[src/rtl/muldiv_unit.sv]
// Iterative multiply/divide unit: shift-add multiply and restoring divide, one bit per cycle.
// Optional macro MULDIV_EARLY_OUT_EN lets divide-by-zero and signed overflow skip CALC.
module muldiv_unit #(
    parameter int unsigned WIDTH = 32
) (
    input  logic             clk,
    input  logic             reset,
    input  logic             start,
    input  logic [2:0]       Op,
    input  logic [WIDTH-1:0] A,
    input  logic [WIDTH-1:0] B,
    output logic [WIDTH-1:0] result,
    output logic             busy,
    output logic             done,
    output logic             Zero,
    output logic             Sign
);

    localparam int unsigned CW = $clog2(WIDTH);

    typedef enum logic [1:0] {StIdle, StCalc, StFix, StDone} state_e;

    state_e           state_q, state_d;
    logic [CW-1:0]    cnt_q, cnt_d;
    logic [2:0]       op_q, op_d;
    logic [WIDTH-1:0] hi_q, hi_d, lo_q, lo_d, bmag_q, bmag_d, a_q, a_d;
    logic [WIDTH-1:0] result_q, result_d;
    logic             neg_res_q, neg_res_d, neg_rem_q, neg_rem_d;
    logic             divz_q, divz_d, ovf_q, ovf_d;

    logic             accept, signed_a, signed_b, a_neg, b_neg, divz_in, ovf_in;
    logic [WIDTH-1:0] a_mag, b_mag, quo, rem, fix_val;
    logic [WIDTH:0]   mul_sum, r_shift;
    logic [2*WIDTH-1:0] prod, prod_s;

    assign accept   = start && (state_q == StIdle || state_q == StDone);
    assign signed_a = Op[2] ? ~Op[0] : ~(Op[1] & Op[0]);
    assign signed_b = Op[2] ? ~Op[0] : ~Op[1];
    assign a_neg    = signed_a & A[WIDTH-1];
    assign b_neg    = signed_b & B[WIDTH-1];
    assign a_mag    = a_neg ? -A : A;
    assign b_mag    = b_neg ? -B : B;
    assign divz_in  = Op[2] && (B == '0);
    assign ovf_in   = Op[2] && !Op[0] && (A == {1'b1, {(WIDTH-1){1'b0}}}) && (B == '1);

    assign mul_sum  = {1'b0, hi_q} + {1'b0, bmag_q};
    assign r_shift  = {hi_q, lo_q[WIDTH-1]};

    assign prod     = {hi_q, lo_q};
    assign prod_s   = neg_res_q ? -prod : prod;
    assign quo      = neg_res_q ? -lo_q : lo_q;
    assign rem      = neg_rem_q ? -hi_q : hi_q;

    // Special cases override the datapath, so both builds give identical results.
    always_comb begin
        fix_val = '0;
        if (divz_q) begin
            fix_val = op_q[1] ? a_q : '1;
        end else if (ovf_q) begin
            fix_val = op_q[1] ? '0 : a_q;
        end else begin
            unique case (op_q)
                3'b000:                 fix_val = prod_s[WIDTH-1:0];
                3'b001, 3'b010, 3'b011: fix_val = prod_s[2*WIDTH-1:WIDTH];
                3'b100, 3'b101:         fix_val = quo;
                3'b110, 3'b111:         fix_val = rem;
                default:                fix_val = '0;
            endcase
        end
    end

    always_comb begin
        state_d   = state_q;
        cnt_d     = cnt_q;
        op_d      = op_q;
        hi_d      = hi_q;
        lo_d      = lo_q;
        bmag_d    = bmag_q;
        a_d       = a_q;
        result_d  = result_q;
        neg_res_d = neg_res_q;
        neg_rem_d = neg_rem_q;
        divz_d    = divz_q;
        ovf_d     = ovf_q;
        unique case (state_q)
            StIdle, StDone: begin
                state_d = StIdle;
                if (accept) begin
                    op_d      = Op;
                    a_d       = A;
                    hi_d      = '0;
                    lo_d      = a_mag;
                    bmag_d    = b_mag;
                    neg_res_d = a_neg ^ b_neg;
                    neg_rem_d = a_neg;
                    divz_d    = divz_in;
                    ovf_d     = ovf_in;
                    cnt_d     = CW'(WIDTH - 1);
`ifdef MULDIV_EARLY_OUT_EN
                    state_d   = (divz_in || ovf_in) ? StFix : StCalc;
`else
                    state_d   = StCalc;
`endif
                end
            end
            StCalc: begin
                if (!op_q[2]) begin
                    if (lo_q[0]) begin
                        hi_d = mul_sum[WIDTH:1];
                        lo_d = {mul_sum[0], lo_q[WIDTH-1:1]};
                    end else begin
                        hi_d = {1'b0, hi_q[WIDTH-1:1]};
                        lo_d = {hi_q[0], lo_q[WIDTH-1:1]};
                    end
                end else if (r_shift >= {1'b0, bmag_q}) begin
                    hi_d = WIDTH'(r_shift - {1'b0, bmag_q});
                    lo_d = {lo_q[WIDTH-2:0], 1'b1};
                end else begin
                    hi_d = r_shift[WIDTH-1:0];
                    lo_d = {lo_q[WIDTH-2:0], 1'b0};
                end
                if (cnt_q == '0) begin
                    state_d = StFix;
                end else begin
                    cnt_d = cnt_q - 1'b1;
                end
            end
            StFix: begin
                result_d = fix_val;
                state_d  = StDone;
            end
            default: state_d = StIdle;
        endcase
    end

    always_ff @(posedge clk) begin
        if (reset) begin
            state_q   <= StIdle;
            cnt_q     <= '0;
            op_q      <= '0;
            hi_q      <= '0;
            lo_q      <= '0;
            bmag_q    <= '0;
            a_q       <= '0;
            result_q  <= '0;
            neg_res_q <= 1'b0;
            neg_rem_q <= 1'b0;
            divz_q    <= 1'b0;
            ovf_q     <= 1'b0;
        end else begin
            state_q   <= state_d;
            cnt_q     <= cnt_d;
            op_q      <= op_d;
            hi_q      <= hi_d;
            lo_q      <= lo_d;
            bmag_q    <= bmag_d;
            a_q       <= a_d;
            result_q  <= result_d;
            neg_res_q <= neg_res_d;
            neg_rem_q <= neg_rem_d;
            divz_q    <= divz_d;
            ovf_q     <= ovf_d;
        end
    end

    assign result = result_q;
    assign busy   = (state_q == StCalc) || (state_q == StFix);
    assign done   = (state_q == StDone);
    assign Zero   = (result_q == '0);
    assign Sign   = result_q[WIDTH-1];

endmodule

[config.mk]
export PLATFORM = sky130hd
export DESIGN_NAME = muldiv_unit
export DESIGN_NICKNAME = d
export VERILOG_FILES = /design/src/rtl/muldiv_unit.sv
export SDC_FILE = /design/constraint.sdc
export NUM_CORES = 1
export LEC_CHECK = 0
export ABC_CLOCK_PERIOD_IN_PS = 4300
export BUFFER_PORTS_ARGS = -buffer_cell sky130_fd_sc_hd__buf_2
export CELL_PAD_IN_SITES_DETAIL_PLACEMENT = 1
export CELL_PAD_IN_SITES_GLOBAL_PLACEMENT = 2
export CORE_UTILIZATION = 36
export DETAILED_ROUTE_END_ITERATION = 6
export PLACE_DENSITY = 0.83
export SLEW_MARGIN = 10
export SYNTH_ARGS = -nofsm -noshare
export SYNTH_HDL_FRONTEND = slang
export SYNTH_SLANG_ARGS = --single-unit
[constraint.sdc]
create_clock -name clk -period 4.3 [get_ports clk]
set_input_delay 0.645 -clock clk [delete_from_list [all_inputs] [get_ports clk]]
set_output_delay 0.645 -clock clk [all_outputs]
set_load 0.02 [all_outputs]
After elaboration in Yosys (flattened, before gate mapping):

Index checks and enable logic that the tools add are counted.

* bits in registers: 174
* logic and storage cells: 92

* add/subtract/negate cells: 8
* magnitude comparators: 1
* equality and inequality tests: 15
* mux-type cells: 28
* bitwise logic cells: 7
* reduce and logical (&&, ||, !) cells: 21

Operators by type and width (number)
* $mux W32: 15
* $neg A32 Y32: 4
* $pmux W32 S2: 2
* $pmux W32 S4: 1
* $eq A32 B32 Y1 const B: 2
* $logic_not A32 Y1: 2
* $mux W64: 1
* $neg A64 Y64: 1
* $add A32 B32 Y33: 1
* $ge A33 B32 Y1: 1
* $sub A32 B32 Y32: 1
* $eq A3 B3 Y1 const B: 4
* $mux W5: 2
* $pmux W5 S2: 1
* $eq A3 B2 Y1 const B: 2
* $ne A2 B2 Y1 const B: 3
* $pmux W2 S3: 1
* $reduce_or A2 Y1: 3
* $logic_and A1 B1 Y1: 5
* $logic_not A5 Y1: 1
* $sub A5 B1 Y5 const B: 1
* $eq A2 B2 Y1 const B: 2
* $mux W1: 4
* $reduce_and A2 Y1: 2
* 13 further kinds: 18

Depth between registers and ports, before layout:

* depth after elaboration: 7
* mapped depth: 15

Least setup slack after synthesis:

No wires, ideal clock.

* path type: input-to-reg
* start point: in B[8]
* end point: reg bmag_q[28]
* data arrival time: 3326 ps
* data required time: 4214 ps
* setup slack: 888 ps
* stages on the path: 9
* buffers on the path: 0
* path through: or3_1 -> or3_1 -> or3_4 -> or4_1 -> or4_4 -> nor4_4 -> a21oi_1 -> xnor2_1 -> a211oi_1

* longest elaborated chain between the ends: 2

RTL lines
* start, declared: line 11 `input logic [WIDTH-1:0] B,`
* $neg A32 Y32: line 42 `assign b_mag = b_neg ? -B : B;`
* $mux W32: line 42
* end signal, assigned: line 156 `bmag_q <= bmag_d;`
* end, declared: line 26 `logic [WIDTH-1:0] hi_q, hi_d, lo_q, lo_d, bmag_q, bmag_d, a_q, a_d;`

Every way passes these cells.
A chain may end at the register's enable or synchronous reset.

Worst setup path after layout:

* start point: reg hi_q[1]
* end point: reg hi_q[29]

* longest elaborated chain between the ends: 4
* elaborated cells between the ends (all ways): 7

RTL lines
* start, declared: line 26
* start signal, assigned: line 154 `hi_q <= hi_d;`
* $add A32 B32 Y33, or another cell as far along: line 46 `assign mul_sum = {1'b0, hi_q} + {1'b0, bmag_q};`
* $mux W32 (on tied branches): line 108, 115
* $mux W32 *: line 107 `if (!op_q[2]) begin`
* $pmux W32 S2 *: line 85 `unique case (state_q)`

Every way passes the cells marked *; elsewhere a longest branch is shown, timed or not.

==> flow_metrics.tcl <==
set metrics [dict create \
    first_pass_iters 5 \
    overflow 0 \
    drt_iter0_drc 1400 \
    multi_input_area_um2 11200 \
    synth_nets 2326 \
    tritoncts "yes" \
    clkSlewWorstSetupHoldPaths_ns 0.08 \
    drive_gt1_frac 0.104 \
    cpMostUsedCell "a211oi_1" \
    synth_ff_type "dfxtp_1" \
    gp_congestion 0.969 \
    htreeDepth 4 \
    vias 17100 \
    cts.sinks 174 \
    syn_to_final_growth_pct 10.8 \
    hold_buffers 0 \
    root_buffer "clkbuf_16" \
    pre_cts_slack_ns 0.345 \
    rows 75 \
    clk_path_buf_depth 2 \
    cts_buffers 17 \
    fin_cells 2759 \
    irDropWorstVdd_uv 420 \
    hold_viol 0 \
    synth_top_area_frac 0.224 \
    wire_per_inst_um 23.8 \
    period_minus_slack_ns 4.02 \
    grt_pass1_wl_um 101000 \
    slowest_stage "dfxtp_1" \
    end_kind "register" \
    die_y_um 210 \
    hold_class "in2reg" \
    register_area_um2 3490 \
    die_w_um 210 \
    ys_seq_elements 174 \
    finalWorstSetupSlack_ns 0.278 \
    clock_latency_ns 0.47 \
    tns_ns 0 \
    antenna_found_initial 0 \
    dp.cells 2727 \
    path_buf_inv 2 \
    worst_pin_slew_ns 1.11 \
    drc 0 \
    syn_inst 2180 \
    start_kind "register" \
    grt_pass1_vias 16900 \
    synthDistinctLibCells 83 \
    hpwl_um 50800 \
    grt_start_max_net_pins 103 \
    ys_seq_area_frac 0.224 \
    maxCapViolCount 0 \
    viasPerCell 6.20 \
    io_buffers 105 \
    avgSynthCellArea_um2 7.12 \
    crit_family "compound AO/OA/AOI/OAI gates" \
    netlist_area_um2 15500 \
    hold_slack_ns 0.440 \
    fin_crit_sh 0.935 \
    fin_skew_ns 0.00912 \
    drt-total-wl_um 65700 \
    layout.nets 2353 \
    synthArstFlopShare 0 \
    post-cts-setup-buffers 0 \
    power_density_nw_per_um2 588 \
    ys_top_cells_by_area "dfxtp_1 22%, a21oi_1 8.0%, nand2_1 7.7%" \
    worstSetupPathType "reg2reg" \
    post-route-util 0.407 \
    p_leak_nw 6.63 \
    setup_viol 0 \
    cp_max_fo 9 \
    status "finished, final reports clean" \
    synth_edf_count 0 \
    maxSlewViolCount 0 \
    dieArea_um2 44000 \
    rsz0062_at_grt "no" \
    path_cells "inv_1 -> fa_1 -> nor2b_1 -> o31a_1 -> a41o_1 -> o21ai_0 -> o31ai_1 -> buf_4 -> a31oi_1 -> a211oi_1 -> xnor2_1 -> and3_1 -> a211oi_1" \
    ctsResizeCount 0 \
    pin_count 106 \
    initial_utilization 0.368 \
    design.core.area_um2 42200 \
    grtUsageTotal 0.298 \
    fillers 5387 \
    yosys_warnings 0 \
    critical_path_arrival_ns 4.40 \
    fmax_mhz 249 \
    yosys.area.top_type "dfxtp_1" \
    slowest_delay_ns 0.58 \
    drtAntennaViolNets 0 \
    crit_required_ns 4.68 \
    num_antenna_cells 0 \
    slew_headroom 0.262 \
]
metrics by stage:
stage / cell area, um^2 / power [mW]
after floorplan: 15500 / 6.38
after detailed placement: 16600 / 8.38
after global placement: 16600 / 8.24
after CTS: 17200 / 10.0
after global routing: 17200 / 10.8
final: 17200 / 10.1
path summary, 6_finish.rpt:
check	cells after the start	start	end	slack, ns
setup / recovery	13	hi_q[1]$_SDFFE_PP0P_	hi_q[29]$_SDFFE_PP0P_	0.28
hold / removal	3	A[27]	a_q[27]$_SDFFE_PP0P_	0.44
setup reg to reg	13	hi_q[1]$_SDFFE_PP0P_	hi_q[29]$_SDFFE_PP0P_	0.28
hold reg to reg	2	a_q[5]$_SDFFE_PP0P_	a_q[5]$_SDFFE_PP0P_	0.48
worst min-delay path, cell delays in order:
cell and delay [ns]:
buf_2 0.12, nand2_1 0.05, a21oi_1 0.05
power breakdown:
| part | internal [mW] | leakage, nW | switching [mW] |
|---|---|---|---|
| Clock | 0.836 | 0.283 | 0.789 |
| Sequential | 2.02 | 1.43 | 0.689 |
| Combinational | 2.04 | 4.92 | 3.76 |
metal layers:
layer	vias to the layer above	wire (um)	track usage
met1	8506	30900	0.421
met4	0	1890	0.0969
li1	7990	-	-
met3	99	4170	0.0500
met5	-	0	0
met2	519	28700	0.459
layout by cell type, fill, tap and decap left out, types with 57 or more instances in the layout:
master / synthesis / final
o21ai_0: 125 / 123
buf_4: 1 / 61
nor2_1: 168 / 166
buf_2: 5 / 104
xor2_1: 89 / 89
ha_1: 74 / 72
nor3_1: 60 / 60
o211ai_1: 75 / 75
a21oi_1: 248 / 247
dfxtp_1: 174 / 171
nand2_1: 318 / 318
xnor2_1: 83 / 83
inv_1: 64 / 64
a211oi_1: 57 / 57
cell usage after synthesis (all sizes together) (11+ instances only):
library cell	number
a211oi	57
a21o	29
a21oi	248
a221oi	11
a31oi	19
a32o	12
and2	11
buf	23
clkbuf	135
dfxtp	174
ha	74
inv	64
mux2i	45
nand2	318
nand2b	12
nand3	27
nand4	26
nor2	168
nor2b	18
nor3	61
nor4	28
o211ai	75
o21a	22
o21ai	127
o31ai	29
or3	34
or4	19
xnor2	83
xor2	89
registers in the layout, summed over array words and instances (netlist names):
| name | cells |
|---|---|
| ovf_q | 1 |
| state_q | 2 |
| hi_q | 32 |
| op_q | 3 |
| a_q | 32 |
| divz_q | 1 |
| bmag_q | 32 |
| neg_rem_q | 1 |
| neg_res_q | 1 |
| lo_q | 32 |
| result | 32 |
| cnt_q | 5 |
logic make-up after synthesis:
| family | count (synthesis) | synth area share |
|---|---|---|
| mux | 49 | 0.0319 |
| simple gates | 756 | 0.227 |
| flops | 174 | 0.224 |
| xor+xnor | 172 | 0.0970 |
| compound gates | 729 | 0.301 |
| fa+ha+maj | 76 | 0.0622 |
| buf+inv | 224 | 0.0562 |
layout make-up:
| type | count | area share |
|---|---|---|
| Multi-Input combinational cell | 1782 | 0.651 |
| Clock inverter | 14 | 0.00865 |
| Timing Repair Buffer | 166 | 0.0580 |
| Sequential cell | 174 | 0.203 |
| Inverter | 66 | 0.0144 |
| Tap cell | 539 | 0.0392 |
| Clock buffer | 18 | 0.0255 |
(Power assumes the default switching activity.)
